$ cat src/rtl/arcade_input.sv
// Player-input front end: merges PS/2 keys and joysticks, SOCD-cleans directions,
// stretches coin presses. `define ARCADE_INPUT_AUTOFIRE_EN adds autofire on fire0.
module arcade_input #(
    parameter int unsigned PLAYERS      = 2,
    parameter int unsigned BUTTONS      = 2,
    parameter logic [15:0] COIN_PULSE   = 16'd9600,
    parameter logic [19:0] AUTOFIRE_DIV = 20'd800000
) (
    input  logic                         clk,
    input  logic                         reset_n,
    input  logic [10:0]                  ps2_key,
    input  logic [16*PLAYERS-1:0]        joy,
    input  logic                         shared,
    input  logic [PLAYERS-1:0]           autofire,
    output logic [4*PLAYERS-1:0]         dir,
    output logic [BUTTONS*PLAYERS-1:0]   fire,
    output logic [PLAYERS-1:0]           start,
    output logic [PLAYERS-1:0]           coin
);
    localparam int unsigned NB         = BUTTONS + 6;
    localparam int unsigned START_BIT  = BUTTONS + 4;
    localparam int unsigned COIN_BIT   = BUTTONS + 5;
    localparam int unsigned KB_PLAYERS = (PLAYERS < 2) ? PLAYERS : 2;
    localparam int unsigned KB_FIRE    = (BUTTONS < 4) ? BUTTONS : 4;

    typedef enum logic [1:0] {ST_IDLE, ST_PULSE, ST_HOLD} coin_state_t;

    // Key bits per P1/P2: 0 right, 1 left, 2 down, 3 up, 4..7 fire0..3, 8 start, 9 coin
    logic             toggle_q;
    logic [1:0][9:0]  kb;
    logic             key_valid;
    logic             key_player;
    logic [3:0]       key_bit;

    always_comb begin
        key_valid  = 1'b1;
        key_player = 1'b0;
        key_bit    = '0;
        case (ps2_key[7:0])
            8'h75: key_bit = 4'd3;
            8'h72: key_bit = 4'd2;
            8'h6B: key_bit = 4'd1;
            8'h74: key_bit = 4'd0;
            8'h14: key_bit = 4'd4;
            8'h11: key_bit = 4'd5;
            8'h29: key_bit = 4'd6;
            8'h12: key_bit = 4'd7;
            8'h16: key_bit = 4'd8;
            8'h2E: key_bit = 4'd9;
            8'h2D: begin key_player = 1'b1; key_bit = 4'd3; end
            8'h2B: begin key_player = 1'b1; key_bit = 4'd2; end
            8'h23: begin key_player = 1'b1; key_bit = 4'd1; end
            8'h34: begin key_player = 1'b1; key_bit = 4'd0; end
            8'h1C: begin key_player = 1'b1; key_bit = 4'd4; end
            8'h1B: begin key_player = 1'b1; key_bit = 4'd5; end
            8'h15: begin key_player = 1'b1; key_bit = 4'd6; end
            8'h1D: begin key_player = 1'b1; key_bit = 4'd7; end
            8'h1E: begin key_player = 1'b1; key_bit = 4'd8; end
            8'h36: begin key_player = 1'b1; key_bit = 4'd9; end
            default: key_valid = 1'b0;
        endcase
    end

    always_ff @(posedge clk) begin
        if (!reset_n) begin
            toggle_q <= 1'b0;
            kb       <= '0;
        end else begin
            toggle_q <= ps2_key[10];
            if ((ps2_key[10] != toggle_q) && key_valid)
                kb[key_player][key_bit] <= ps2_key[9];
        end
    end

    logic [PLAYERS-1:0][NB-1:0] joy_q, own, src;
    logic [NB-1:0]              any_src;
    logic [PLAYERS-1:0]         coin_src, coin_prev;

    // Raw joystick samples and coin history are left unreset so a coin held through reset is not a new press
    always_ff @(posedge clk) begin
        for (int unsigned p = 0; p < PLAYERS; p++)
            joy_q[p] <= joy[16*p +: NB];
        coin_prev <= coin_src;
    end

    always_comb begin
        own     = joy_q;
        any_src = '0;
        for (int unsigned p = 0; p < KB_PLAYERS; p++) begin
            own[p][3:0] = joy_q[p][3:0] | kb[p[0]][3:0];
            for (int unsigned b = 0; b < KB_FIRE; b++)
                own[p][4+b] = joy_q[p][4+b] | kb[p[0]][4+b];
            own[p][START_BIT] = joy_q[p][START_BIT] | kb[p[0]][8];
            own[p][COIN_BIT]  = joy_q[p][COIN_BIT]  | kb[p[0]][9];
        end
        for (int unsigned p = 0; p < PLAYERS; p++)
            any_src = any_src | own[p];
        for (int unsigned p = 0; p < PLAYERS; p++) begin
            src[p]      = shared ? any_src : own[p];
            coin_src[p] = src[p][COIN_BIT];
        end
    end

`ifdef ARCADE_INPUT_AUTOFIRE_EN
    logic [19:0] af_cnt;
    logic        af_phase;

    always_ff @(posedge clk) begin
        if (!reset_n) begin
            af_cnt   <= '0;
            af_phase <= 1'b0;
        end else if (af_cnt == AUTOFIRE_DIV - 20'd1) begin
            af_cnt   <= '0;
            af_phase <= ~af_phase;
        end else begin
            af_cnt <= af_cnt + 20'd1;
        end
    end
`endif

    logic [4*PLAYERS-1:0]       dir_d;
    logic [BUTTONS*PLAYERS-1:0] fire_d;
    logic [PLAYERS-1:0]         start_d;

    always_comb begin
        dir_d   = '0;
        fire_d  = '0;
        start_d = '0;
        for (int unsigned p = 0; p < PLAYERS; p++) begin
            dir_d[4*p+0] = src[p][0] & ~src[p][1];
            dir_d[4*p+1] = src[p][1] & ~src[p][0];
            dir_d[4*p+2] = src[p][2] & ~src[p][3];
            dir_d[4*p+3] = src[p][3] & ~src[p][2];
            fire_d[BUTTONS*p +: BUTTONS] = src[p][4 +: BUTTONS];
`ifdef ARCADE_INPUT_AUTOFIRE_EN
            fire_d[BUTTONS*p] = src[p][4] & (~autofire[p] | af_phase);
`endif
            start_d[p] = src[p][START_BIT];
        end
    end

    always_ff @(posedge clk) begin
        if (!reset_n) begin
            dir   <= '0;
            fire  <= '0;
            start <= '0;
        end else begin
            dir   <= dir_d;
            fire  <= fire_d;
            start <= start_d;
        end
    end

    coin_state_t cst  [PLAYERS];
    logic [15:0] ccnt [PLAYERS];

    always_ff @(posedge clk) begin
        for (int unsigned p = 0; p < PLAYERS; p++) begin
            if (!reset_n) begin
                cst[p]  <= ST_IDLE;
                ccnt[p] <= '0;
                coin[p] <= 1'b0;
            end else begin
                case (cst[p])
                    ST_IDLE: if (coin_src[p] && !coin_prev[p]) begin
                        cst[p]  <= ST_PULSE;
                        ccnt[p] <= COIN_PULSE - 16'd1;
                        coin[p] <= 1'b1;
                    end
                    ST_PULSE: if (ccnt[p] == '0) begin
                        cst[p]  <= ST_HOLD;
                        coin[p] <= 1'b0;
                    end else begin
                        ccnt[p] <= ccnt[p] - 16'd1;
                    end
                    ST_HOLD: if (!coin_src[p]) cst[p] <= ST_IDLE;
                    default: cst[p] <= ST_IDLE;
                endcase
            end
        end
    end

    logic unused_bits;
    always_comb begin
        unused_bits = ps2_key[8] ^ (^kb);
        for (int unsigned p = 0; p < PLAYERS; p++)
            for (int unsigned i = NB; i < 16; i++)
                unused_bits = unused_bits ^ joy[16*p+i];
`ifndef ARCADE_INPUT_AUTOFIRE_EN
        unused_bits = unused_bits ^ (^autofire) ^ (^AUTOFIRE_DIV);
`endif
    end

endmodule
$ cat config.mk
export PLATFORM = sky130hd
export DESIGN_NAME = arcade_input
export DESIGN_NICKNAME = d
export VERILOG_FILES = /design/src/rtl/arcade_input.sv
export SDC_FILE = /design/constraint.sdc
export NUM_CORES = 1
export LEC_CHECK = 0
export BUFFER_PORTS_ARGS = -buffer_cell sky130_fd_sc_hd__buf_2
export CAP_MARGIN = 20
export CORE_MARGIN = 2
export CORE_UTILIZATION = 50
export CTS_BUF_LIST = sky130_fd_sc_hd__clkbuf_4 sky130_fd_sc_hd__clkbuf_8
export DETAILED_ROUTE_END_ITERATION = 12
export GPL_ROUTABILITY_DRIVEN = 1
export PLACE_DENSITY = 0.72
export SLEW_MARGIN = 20
export SYNTH_ARGS = -nofsm -noshare
export SYNTH_HDL_FRONTEND = slang
export SYNTH_SLANG_ARGS = --single-unit
$ cat constraint.sdc
create_clock -name clk -period 7.1 [get_ports clk]
set_input_delay 0.355 -clock clk [delete_from_list [all_inputs] [get_ports clk]]
set_output_delay 0.355 -clock clk [all_outputs]
set_load 0.05 [all_outputs]
==> impl_metrics.xml, run 1 <==
<?xml version="1.0" encoding="UTF-8"?>
<metrics>
  <group name="run_status">
    <metric name="status" unit="">completed</metric>
  </group>
  <group name="detailed_routing">
    <metric name="drt_first_pass_iters" unit="">4</metric>
    <metric name="vias" unit="">3162</metric>
    <metric name="drt-vias-per-instance" unit="">5.49</metric>
    <metric name="routed_wirelength" unit="microns">7970</metric>
    <metric name="drtIter0Drc" unit="">152</metric>
    <metric name="final_antenna_net_count" unit="">0</metric>
    <metric name="drc_markers" unit="">0</metric>
    <metric name="wire_per_inst" unit="microns">13.8</metric>
  </group>
  <group name="power">
    <metric name="power_per_cell_area" unit="mW/mm^2">230</metric>
    <metric name="seq_power_share" unit="%">54.5</metric>
    <metric name="power_switching" unit="W">0.000318</metric>
    <metric name="share_clk_of_total_power" unit="%">31.8</metric>
    <metric name="switching_power_as_a_share_of_total_power" unit="%">29.7</metric>
    <metric name="cell_internal_pwr" unit="W">0.000751</metric>
    <metric name="irDropWorstVdd" unit="mV">0.131</metric>
    <metric name="combinationalPowerShare" unit="%">13.7</metric>
    <metric name="power_leakage" unit="nW">1.80</metric>
    <metric name="total_power" unit="W">0.00107</metric>
  </group>
  <group name="sta">
    <metric name="fin_worst_skew" unit="ns">0.0185</metric>
    <metric name="timing.final.crit_period" unit="ns">2.89</metric>
    <metric name="worst_slew_pin_slew" unit="ns">0.672</metric>
    <metric name="setup_total_negative_slack" unit="ns">0</metric>
    <metric name="finalHoldViolCount" unit="">0</metric>
    <metric name="max_freq" unit="GHz">0.346</metric>
    <metric name="final_cycle_share" unit="%">40.8</metric>
    <metric name="finalSetupViolations" unit="">0</metric>
    <metric name="worst_slew_margin_rel" unit="%">55.1</metric>
    <metric name="timing_max_transition_violations_final" unit="">0</metric>
    <metric name="grt_setup_unrepaired" unit="">no</metric>
  </group>
  <group name="global_routing">
    <metric name="groute.usage.overall" unit="%">18.2</metric>
    <metric name="grt_remaining_overflow" unit="">0</metric>
    <metric name="initial_antenna_violation_count" unit="">0</metric>
    <metric name="wire_length_of_the_first_global_routing_pass" unit="microns">13000</metric>
    <metric name="first_global_vias" unit="">2939</metric>
    <metric name="largest_net_degree_at_the_start_of_global_routing" unit="">42</metric>
  </group>
  <group name="cells_and_area">
    <metric name="nets" unit="">518</metric>
    <metric name="drive_above_1_share" unit="%">15.5</metric>
    <metric name="fill_cells" unit="">732</metric>
    <metric name="final_cell_mix" unit="">51 x sky130_fd_sc_hd__nand2_1, 51 x sky130_fd_sc_hd__dfxtp_1, 44 x sky130_fd_sc_hd__buf_2</metric>
    <metric name="antenna-diode-count" unit="">0</metric>
    <metric name="syn2layout_area_growth" unit="%">11.2</metric>
  </group>
  <group name="logic_synthesis">
    <metric name="synth_edf_count" unit="">36</metric>
    <metric name="synth_cell_type_count" unit="">57</metric>
    <metric name="netlist_instances" unit="">429</metric>
    <metric name="syn-cell-area" unit="sq mm">0.00418</metric>
    <metric name="asyncSetResetFlopFracSynth" unit="%">0</metric>
    <metric name="dominantRegCellSynth" unit="">sky130_fd_sc_hd__dfxtp_1</metric>
    <metric name="post_synthesis_average_cell_area" unit="sq um">9.74</metric>
    <metric name="synth_warnings" unit="">0</metric>
    <metric name="synth_sequential_area_ratio" unit="%">50.3</metric>
    <metric name="synth.ff_latch_count" unit="">87</metric>
    <metric name="syn-num-nets" unit="">481</metric>
  </group>
  <group name="cts">
    <metric name="cts_buf_count" unit="">9</metric>
    <metric name="clock_sinks" unit="">87</metric>
    <metric name="cts.root.buffer_cell" unit="">sky130_fd_sc_hd__clkbuf_8</metric>
    <metric name="clock_slew_at_the_register_clock_pins_of_the_worst_setup_and_hold_paths" unit="ns">0.10</metric>
    <metric name="clock_tree_from_tritoncts" unit="">yes</metric>
    <metric name="post_cts_resize_count" unit="">0</metric>
    <metric name="cts.htree.levels" unit="">3</metric>
    <metric name="holdBufCountCts" unit="">0</metric>
    <metric name="clock_insertion_delay_worst_skew" unit="ns">0.36</metric>
    <metric name="cts.repair_timing.setup_buffer_count" unit="">0</metric>
    <metric name="clock_tree.buffer_depth" unit="">2</metric>
  </group>
  <group name="die">
    <metric name="dieHeight" unit="microns">95.4</metric>
    <metric name="rows" unit="">33</metric>
    <metric name="die_width" unit="microns">95.4</metric>
    <metric name="io_pins" unit="">64</metric>
    <metric name="dieArea" unit="sq mm">0.00910</metric>
    <metric name="core-area" unit="sq mm">0.00818</metric>
    <metric name="start_util" unit="%">51.1</metric>
  </group>
  <group name="setup_path">
    <metric name="r2r.worst_path.cells" unit="">6</metric>
    <metric name="critical_path.reg2reg.endpoint" unit="">ccnt[1][7]</metric>
    <metric name="r2r_start" unit="">ccnt[1][3]</metric>
    <metric name="regToRegSetupSlack" unit="ns">4.21</metric>
    <metric name="endpoint" unit="">ccnt[1][7]</metric>
    <metric name="top_fanout_value_on_the_critical_path" unit="">16</metric>
    <metric name="critical_path.endpoint_type" unit="">flip-flop</metric>
    <metric name="critical_path_arrival" unit="ns">2.83</metric>
    <metric name="timing.critical_path.required" unit="ns">7.04</metric>
    <metric name="worst-setup-path-type" unit="">reg2reg</metric>
    <metric name="cp-start-kind" unit="">flip-flop</metric>
    <metric name="worstSetupStartpoint" unit="">ccnt[1][3]</metric>
  </group>
  <group name="min_path">
    <metric name="min_path_type" unit="">in2reg</metric>
  </group>
  <group name="placed_design">
    <metric name="place.detailed.hpwl" unit="microns">5630</metric>
    <metric name="buffer_ports.inserted" unit="">44</metric>
    <metric name="weighted_congestion_reported_at_the_end_of_routability_driven_placement" unit="">0.801</metric>
  </group>
  <group name="flow_run">
    <metric name="cap_violations" unit="">0</metric>
  </group>
</metrics>
## Yosys cell counts (all sizes together) (2+ instances only)
cell type,n,area share [%]
a211o,2,0.45
inv,12,1.1
a31o,2,0.63
ha,4,1.2
or4b,2,0.57
and3,3,0.45
o21ai,33,4.0
nor4,4,0.60
or3,3,0.45
and4,2,0.42
buf,8,1.0
a22o,2,0.42
nand2b,7,1.0
xnor2,21,4.4
and4b,2,0.48
nand3,9,1.1
a211oi,7,1.5
xor2,12,2.5
a21oi,16,2.1
or4,3,0.54
a22oi,2,0.36
mux2i,15,3.6
nor3b,10,2.1
edfxtp,36,26
nand2,51,4.6
dfxtp,51,24
nand3b,4,0.72
nor2b,11,1.6
nor3,21,2.8
clkbuf,10,0.90
a21boi,7,1.3
nor2,42,4.0
## state kept, by name, indices dropped and copies added (netlist names), 4 cells and up
signal  flops
ccnt       32
cst         4
dir         8
fire        4
joy_q      16
kb         16
## through the flow
stage	cell area [sq um]	utilization, %	cells	hold slack (ns)	setup WS [ns]
global route	4650	56.9	576	0.0653	3.96
floorplan	4180	-	429	0.383	4.59
finish	4650	56.9	576	0.0844	4.21
global placement	4450	54.4	560	0.453	4.22
CTS	4650	56.9	576	0.0683	4.18
detailed placement	4450	54.4	560	0.459	4.20
## cells by family (layout without fill, tap and decap cells)
group | count (synthesis) | count (layout) | synth area share (%)
AOI/OAI and AO/OA | 79 | 79 | 12.1
xor gates and xnor gates | 33 | 33 | 6.92
adders and majority gates | 4 | 4 | 1.20
buffers and inverters | 30 | 72 | 3.02
DFF | 87 | 87 | 50.3
muxes | 15 | 15 | 3.59
and+or+nand+nor | 181 | 181 | 22.8
## worst min-delay path by stage
| stage | start | to | slack, ns | cells after the start |
|---|---|---|---|---|
| floorplan | joy[0] | joy_q[0] | 0.38 | 0 |
| global placement | kb[11] | kb[11] | 0.45 | 2 |
| detailed placement | joy[4] | joy_q[4] | 0.46 | 1 |
| CTS | joy[4] | joy_q[4] | 0.07 | 1 |
| global route | joy[5] | joy_q[5] | 0.07 | 1 |
| finish | joy[4] | joy_q[4] | 0.08 | 1 |
## power by group through the flow
stage / Sequential, W / Combinational (W) / Clock (W)
finish: 0.000582 / 0.000147 / 0.000340
global route: 0.000586 / 0.000164 / 0.000370
CTS: 0.000582 / 0.000147 / 0.000351
detailed placement: 0.000593 / 0.000147 / 0
global placement: 0.000592 / 0.000143 / 0
floorplan: 0.000606 / 0.0000961 / 0
## critical path, stage by stage, from the launching register on
cell	delay, ns
sky130_fd_sc_hd__edfxtp_1	0.44
sky130_fd_sc_hd__or4_1	0.58
sky130_fd_sc_hd__nor4_1	0.32
sky130_fd_sc_hd__nand2_1	0.10
sky130_fd_sc_hd__and3_1	0.32
sky130_fd_sc_hd__nor2_4	0.25
sky130_fd_sc_hd__nand2_1	0.45
## per-layer routing
metal	up-vias	routed length [microns]	global-route usage (%)
met1	1508	3620	22.2
met4	0	140	7.02
met5	-	0	0
met3	14	234	3.64
met2	46	3980	31.7
li1	1594	-	-
## cell type report
| type | instances | area [sq um] | share of cell area (%) |
|---|---|---|---|
| clock buffer | 9 | 124 | 2.66 |
| clock inverter | 7 | 75.1 | 1.62 |
| inverter | 12 | 45.0 | 0.969 |
| timing repair buffer | 44 | 220 | 4.74 |
| tap | 105 | 131 | 2.83 |
| multi-input combinational | 312 | 1950 | 42.0 |
| sequential | 87 | 2100 | 45.2 |
Power figures use the tool's default switching activity.
==> run 2: changes to the inputs <==
Settings changed: PLACE_DENSITY 0.72 to 0.74.
Clock period 7.1 ns to 2.5 ns, I/O delays scaled along.
==> run 2 against run 1 <==
Net effect:
- utilization increased by 2.7 points
- global-route usage increased by 1.4 points
- worst hold slack lost 0.030 ns
- critical endpoint is now ccnt[1][3]
- sequential share of layout area down 2.0 points
- power grew to 2.9 times the previous value
- non-clock buffer count is 23 higher
- worst setup slack worse by 4.0 ns
- routed wire length is 2.2% higher
- clock skew grew 0.0034 ns
- clock power increased to 2.8 times the previous value
==> impl_metrics.xml, run 2 (same netlist as run 1, synthesis figures left out) <==
<?xml version="1.0" encoding="UTF-8"?>
<metrics>
  <group name="run_status">
    <metric name="status" unit="">completed</metric>
  </group>
  <group name="global_routing">
    <metric name="grt_remaining_overflow" unit="">0</metric>
    <metric name="first_global_vias" unit="">3170</metric>
    <metric name="largest_net_degree_at_the_start_of_global_routing" unit="">41</metric>
    <metric name="gr-usage-met3" unit="%">4.82</metric>
    <metric name="groute.usage.overall" unit="%">19.6</metric>
    <metric name="globalRoute.busiestLayer" unit="">met2</metric>
    <metric name="wire_length_of_the_first_global_routing_pass" unit="microns">14000</metric>
    <metric name="grt_util_met1" unit="%">23.5</metric>
    <metric name="gr_met2_demand_resource" unit="%">34.6</metric>
    <metric name="initial_antenna_violation_count" unit="">0</metric>
  </group>
  <group name="detailed_routing">
    <metric name="drc_markers" unit="">0</metric>
    <metric name="drt-vias-per-instance" unit="">5.34</metric>
    <metric name="final_antenna_net_count" unit="">0</metric>
    <metric name="wire_per_inst" unit="microns">13.6</metric>
    <metric name="vias" unit="">3199</metric>
    <metric name="drt_first_pass_iters" unit="">5</metric>
    <metric name="routed_wirelength" unit="microns">8150</metric>
    <metric name="drtIter0Drc" unit="">151</metric>
  </group>
  <group name="cts">
    <metric name="cts_buf_count" unit="">9</metric>
    <metric name="cts.htree.levels" unit="">3</metric>
    <metric name="cts.root.buffer_cell" unit="">sky130_fd_sc_hd__clkbuf_8</metric>
    <metric name="clock_sinks" unit="">87</metric>
    <metric name="clock_insertion_delay_worst_skew" unit="ns">0.36</metric>
    <metric name="clock_tree_from_tritoncts" unit="">yes</metric>
    <metric name="clock_slew_at_the_register_clock_pins_of_the_worst_setup_and_hold_paths" unit="ns">0.10</metric>
    <metric name="clock_tree.buffer_depth" unit="">2</metric>
  </group>
  <group name="setup_path">
    <metric name="worstSetupStartpoint" unit="">ccnt[1][5]</metric>
    <metric name="timing.critical_path.required" unit="ns">2.51</metric>
    <metric name="gate_family_responsible_for_the_most_delay_along_the_worst_path" unit="">simple AND/OR/NAND/NOR gates</metric>
    <metric name="top_fanout_value_on_the_critical_path" unit="">16</metric>
    <metric name="critical_path.cell_chain" unit="">or4_1 -&gt; nor4_2 -&gt; nand2_1 -&gt; and3_1 -&gt; nor2_4 -&gt; nand2_2</metric>
    <metric name="worst-setup-path-type" unit="">reg2reg</metric>
    <metric name="critical_path_arrival" unit="ns">2.34</metric>
    <metric name="r2r_start" unit="">ccnt[1][5]</metric>
    <metric name="slowest_stage" unit="">sky130_fd_sc_hd__or4_1</metric>
    <metric name="critical_path.endpoint_type" unit="">flip-flop</metric>
    <metric name="crit_buf_inv" unit="">0</metric>
    <metric name="slowest_delay" unit="ns">0.60</metric>
    <metric name="cp-start-kind" unit="">flip-flop</metric>
  </group>
  <group name="sta">
    <metric name="max_freq" unit="GHz">0.430</metric>
    <metric name="worst_slew_margin_rel" unit="%">60.6</metric>
    <metric name="setup_total_negative_slack" unit="ns">0</metric>
    <metric name="final_cycle_share" unit="%">93.0</metric>
    <metric name="fin_worst_skew" unit="ns">0.0220</metric>
    <metric name="timing_max_transition_violations_final" unit="">0</metric>
    <metric name="finalSetupViolations" unit="">0</metric>
    <metric name="finalHoldViolCount" unit="">0</metric>
    <metric name="worst_slew_pin_slew" unit="ns">0.591</metric>
    <metric name="timing.final.crit_period" unit="ns">2.32</metric>
  </group>
  <group name="power">
    <metric name="total_power" unit="W">0.00306</metric>
    <metric name="irDropWorstVdd" unit="mV">0.363</metric>
    <metric name="power_per_cell_area" unit="mW/mm^2">628</metric>
    <metric name="power_leakage" unit="nW">1.91</metric>
  </group>
  <group name="die">
    <metric name="core-area" unit="sq mm">0.00818</metric>
    <metric name="rows" unit="">33</metric>
    <metric name="start_util" unit="%">51.1</metric>
    <metric name="io_pins" unit="">64</metric>
    <metric name="die_width" unit="microns">95.4</metric>
    <metric name="dieHeight" unit="microns">95.4</metric>
    <metric name="dieArea" unit="sq mm">0.00910</metric>
  </group>
  <group name="cells_and_area">
    <metric name="antenna-diode-count" unit="">0</metric>
    <metric name="largest-register" unit="">ccnt</metric>
    <metric name="largestRegisters" unit="">ccnt: 32 flops, joy_q: 16 flops, kb: 16 flops</metric>
    <metric name="largest_register_ffs" unit="">32</metric>
    <metric name="drive_above_1_share" unit="%">16.4</metric>
    <metric name="layout.cells.most_common" unit="">sky130_fd_sc_hd__dfxtp_1</metric>
    <metric name="final_cell_area" unit="sq mm">0.00487</metric>
    <metric name="fill_cells" unit="">709</metric>
    <metric name="finish.utilization" unit="%">59.6</metric>
    <metric name="syn2layout_area_growth" unit="%">16.5</metric>
    <metric name="nets" unit="">541</metric>
    <metric name="final_cell_mix" unit="">51 x sky130_fd_sc_hd__dfxtp_1, 50 x sky130_fd_sc_hd__nand2_1, 44 x sky130_fd_sc_hd__buf_2</metric>
  </group>
  <group name="placed_design">
    <metric name="weighted_congestion_reported_at_the_end_of_routability_driven_placement" unit="">0.834</metric>
    <metric name="placed_area" unit="sq mm">0.00450</metric>
    <metric name="buffer_ports.inserted" unit="">44</metric>
    <metric name="place.detailed.hpwl" unit="microns">5630</metric>
  </group>
  <group name="min_path">
    <metric name="hp-start" unit="">ps2_key[9]</metric>
    <metric name="min_path_type" unit="">in2reg</metric>
  </group>
  <group name="flow_run">
    <metric name="cap_violations" unit="">0</metric>
  </group>
</metrics>
run 2: changes by cell type in the layout (fill, tap and decap cells not counted), sizes merged:
cell / previous run / this run
dlygate4sd3: 0 / 17
buf: 44 / 50
inv: 16 / 17
clkinvlp: 1 / 0
run 2: worst paths after layout:
path | depth (start not counted) | to | slack, ns
worst max-delay path | 6 | ccnt[1][3] | 0.18
worst min-delay path | 3 | kb[8] | 0.05
worst max register to register | 6 | ccnt[1][3] | 0.18
worst min register to register | 2 | kb[11] | 0.47
run 2: timing repair:
item                                    in CTS  in global routing
endpoints found under the hold margin       17                  0
endpoints found under the setup margin       0                 16
hold buffers                                17                  0
resized for setup                            0                  1
setup buffers                                0                  0
run 2: stage by stage:
stage | hold slack (ns) | setup WS (ns) | instances
2_1_floorplan | 0.153 | 0.144 | 429
3_3_place_gp | 0.228 | 0.191 | 566
3_5_place_dp | 0.229 | 0.165 | 566
4_1_cts | 0.0399 | 0.135 | 599
5_1_grt | 0.0749 | -0.0273 | 599
6_report | 0.0540 | 0.176 | 599
run 2: layer usage:
layer | vias up | routed length, microns
met5 | - | 0
met4 | 0 | 114
met3 | 11 | 336
met2 | 73 | 4140
met1 | 1485 | 3560
li1 | 1630 | -
run 2: layout make-up:
class	instances	area [sq um]	area share, %
repair buffers	67	435	8.94
multi-input cells	312	1960	40.2
inverters	12	45.0	0.925
well taps	105	131	2.70
flip-flops and latches	87	2100	43.2
clock inverters	7	71.3	1.46
clock buffers	9	124	2.54
run 2: report_power, final:
group	total [W]	switching [W]	internal, W
logic	0.000449	0.000271	0.000178
clock network	0.000954	0.000562	0.000393
registers	0.00165	0.0000672	0.00159
total	0.00306	0.000900	0.00216
run 2: tightest hold or removal path, delay by kind of cell:
| family | cells | cell delay [ns] |
|---|---|---|
| buffers and inverters | 1 | 0.12 |
| and+or+nand+nor | 1 | 0.06 |
| AOI/OAI and AO/OA | 1 | 0.07 |
==> run 3: changes to the inputs <==
Settings changed: RECOVER_POWER set to 50.
==> run 3 against run 2 <==
Net effect:
- cell count stayed put
- clock skew barely moved
- power is 0.17% lower
- global-route usage stayed put
- count of clock-buffer cells in the layout unchanged
- routed wire length is 0.34% higher
- sequential share of layout area increased by 0.45 points
- clock power about the same
- fmax rose by 0.24%
- worst hold slack got worse by 0.0033 ns
==> impl_metrics.xml, run 3 (same netlist as run 1, synthesis figures left out) <==
<?xml version="1.0" encoding="UTF-8"?>
<metrics>
  <group name="cells_and_area">
    <metric name="largest_register_ffs" unit="">32</metric>
    <metric name="syn2layout_area_growth" unit="%">15.3</metric>
    <metric name="largest-register" unit="">ccnt</metric>
    <metric name="final_cells" unit="">599</metric>
    <metric name="antenna-diode-count" unit="">0</metric>
    <metric name="final_cell_mix" unit="">51 x sky130_fd_sc_hd__dfxtp_1, 50 x sky130_fd_sc_hd__nand2_1, 41 x sky130_fd_sc_hd__nor2_1</metric>
    <metric name="drive_above_1_share" unit="%">12.1</metric>
    <metric name="nets" unit="">541</metric>
    <metric name="layout.area.seq" unit="sq mm">0.00210</metric>
    <metric name="largestRegisters" unit="">ccnt: 32 flops, joy_q: 16 flops, kb: 16 flops</metric>
    <metric name="multi_input_area" unit="sq mm">0.00193</metric>
    <metric name="layout.cells.most_common" unit="">sky130_fd_sc_hd__dfxtp_1</metric>
    <metric name="fill_cells" unit="">725</metric>
  </group>
  <group name="sta">
    <metric name="worst_slew_pin_slew" unit="ns">0.746</metric>
    <metric name="setup_total_negative_slack" unit="ns">0</metric>
    <metric name="timing.final.ws_setup" unit="ns">0.181</metric>
    <metric name="max_freq" unit="GHz">0.431</metric>
    <metric name="timing_max_transition_violations_final" unit="">0</metric>
    <metric name="worst_slew_margin_rel" unit="%">50.1</metric>
    <metric name="finalSetupViolations" unit="">0</metric>
    <metric name="timing.final.crit_period" unit="ns">2.32</metric>
    <metric name="whs" unit="ns">0.0507</metric>
    <metric name="finalHoldViolCount" unit="">0</metric>
    <metric name="fin_worst_skew" unit="ns">0.0216</metric>
    <metric name="final_cycle_share" unit="%">92.8</metric>
  </group>
  <group name="detailed_routing">
    <metric name="final_antenna_net_count" unit="">0</metric>
    <metric name="routed_wirelength" unit="microns">8180</metric>
    <metric name="vias" unit="">3198</metric>
    <metric name="wire_per_inst" unit="microns">13.6</metric>
    <metric name="drtIter0Drc" unit="">146</metric>
    <metric name="drc_markers" unit="">0</metric>
    <metric name="drt_first_pass_iters" unit="">4</metric>
    <metric name="drt-vias-per-instance" unit="">5.34</metric>
  </group>
  <group name="setup_path">
    <metric name="timing.critical_path.required" unit="ns">2.51</metric>
    <metric name="critical_path_arrival" unit="ns">2.33</metric>
    <metric name="cp-start-kind" unit="">flip-flop</metric>
    <metric name="top_fanout_value_on_the_critical_path" unit="">16</metric>
    <metric name="worst-setup-path-type" unit="">reg2reg</metric>
    <metric name="critical_path.endpoint_type" unit="">flip-flop</metric>
  </group>
  <group name="power">
    <metric name="irDropWorstVdd" unit="mV">0.364</metric>
    <metric name="total_power" unit="W">0.00305</metric>
    <metric name="power_per_cell_area" unit="mW/mm^2">633</metric>
    <metric name="power_leakage" unit="nW">1.83</metric>
  </group>
  <group name="cts">
    <metric name="clock_tree_from_tritoncts" unit="">yes</metric>
    <metric name="cts_buf_count" unit="">9</metric>
    <metric name="cts.htree.levels" unit="">3</metric>
    <metric name="clock_insertion_delay_worst_skew" unit="ns">0.36</metric>
    <metric name="clock_slew_at_the_register_clock_pins_of_the_worst_setup_and_hold_paths" unit="ns">0.10</metric>
    <metric name="clock_tree.buffer_depth" unit="">2</metric>
    <metric name="cts.repair_timing.setup_buffer_count" unit="">0</metric>
    <metric name="cts.root.buffer_cell" unit="">sky130_fd_sc_hd__clkbuf_8</metric>
    <metric name="clock_sinks" unit="">87</metric>
  </group>
  <group name="global_routing">
    <metric name="initial_antenna_violation_count" unit="">0</metric>
    <metric name="gr_met2_demand_resource" unit="%">34.6</metric>
    <metric name="globalRoute.busiestLayer" unit="">met2</metric>
    <metric name="gr-usage-met3" unit="%">4.82</metric>
    <metric name="grt_remaining_overflow" unit="">0</metric>
    <metric name="wire_length_of_the_first_global_routing_pass" unit="microns">14000</metric>
    <metric name="first_global_vias" unit="">3170</metric>
    <metric name="largest_net_degree_at_the_start_of_global_routing" unit="">41</metric>
    <metric name="groute.usage.overall" unit="%">19.6</metric>
    <metric name="grt_util_met1" unit="%">23.5</metric>
  </group>
  <group name="die">
    <metric name="dieArea" unit="sq mm">0.00910</metric>
    <metric name="start_util" unit="%">51.1</metric>
    <metric name="dieHeight" unit="microns">95.4</metric>
    <metric name="core-area" unit="sq mm">0.00818</metric>
    <metric name="rows" unit="">33</metric>
    <metric name="die_width" unit="microns">95.4</metric>
    <metric name="io_pins" unit="">64</metric>
  </group>
  <group name="placed_design">
    <metric name="place.detailed.hpwl" unit="microns">5630</metric>
    <metric name="dp_cells" unit="">566</metric>
    <metric name="weighted_congestion_reported_at_the_end_of_routability_driven_placement" unit="">0.834</metric>
    <metric name="dpl_worst_slack" unit="ns">0.165</metric>
    <metric name="buffer_ports.inserted" unit="">44</metric>
  </group>
  <group name="flow_run">
    <metric name="cap_violations" unit="">0</metric>
  </group>
  <group name="min_path">
    <metric name="min_path_type" unit="">in2reg</metric>
  </group>
  <group name="run_status">
    <metric name="status" unit="">completed</metric>
  </group>
</metrics>
==> run 3: area by class of cell <==
class	instances	share of cell area, %
repair buffers	67	8.52
well taps	105	2.73
clock inverters	7	1.48
multi-input cells	312	40.1
flip-flops and latches	87	43.6
clock buffers	9	2.57
inverters	12	0.935
==> run 3: critical path, cell delays in order (launching register included) <==
cell and delay (ns):
sky130_fd_sc_hd__edfxtp_1 0.41, sky130_fd_sc_hd__or4_1 0.60, sky130_fd_sc_hd__nor4_2 0.28, sky130_fd_sc_hd__nand2_1 0.11, sky130_fd_sc_hd__and3_1 0.23, sky130_fd_sc_hd__nor2_4 0.10
sky130_fd_sc_hd__nand2_2 0.24
==> run 3: path summary, 6_finish.rpt <==
kind	from	endpoint	slack, ns	depth (start not counted)
min	ps2_key[9]	kb[8]	0.05	3
min reg2reg	kb[11]	kb[11]	0.47	2
max	ccnt[1][5]	ccnt[1][4]	0.18	6
max reg2reg	ccnt[1][5]	ccnt[1][4]	0.18	6
==> run 3: routing by layer <==
layer	vias to the layer above	share of wire [%]
li1	1633	-
met1	1488	44
met2	66	50
met3	11	3.8
met4	0	1.4
met5	-	0
==> run 3: where the power goes <==
| part | switching (W) | total (W) | internal (W) |
|---|---|---|---|
| registers | 0.0000673 | 0.00165 | 0.00159 |
| clock network | 0.000564 | 0.000957 | 0.000393 |
| logic | 0.000270 | 0.000441 | 0.000171 |
==> run 3: repair_timing <==
item                                    in CTS  in global routing
endpoints found under the setup margin       0                 16
hold buffers                                17                  0
gates resized for setup                      0                  1
endpoints found under the hold margin       17                  0
==> run 3: metrics by stage <==
stage | instance area [sq um] | util, %
after CTS | 4860 | 59.5
after global routing | 4820 | 58.9
after global placement | 4500 | 55.0
after floorplan | 4180 | -
after detailed placement | 4500 | 55.0
final | 4820 | 58.9
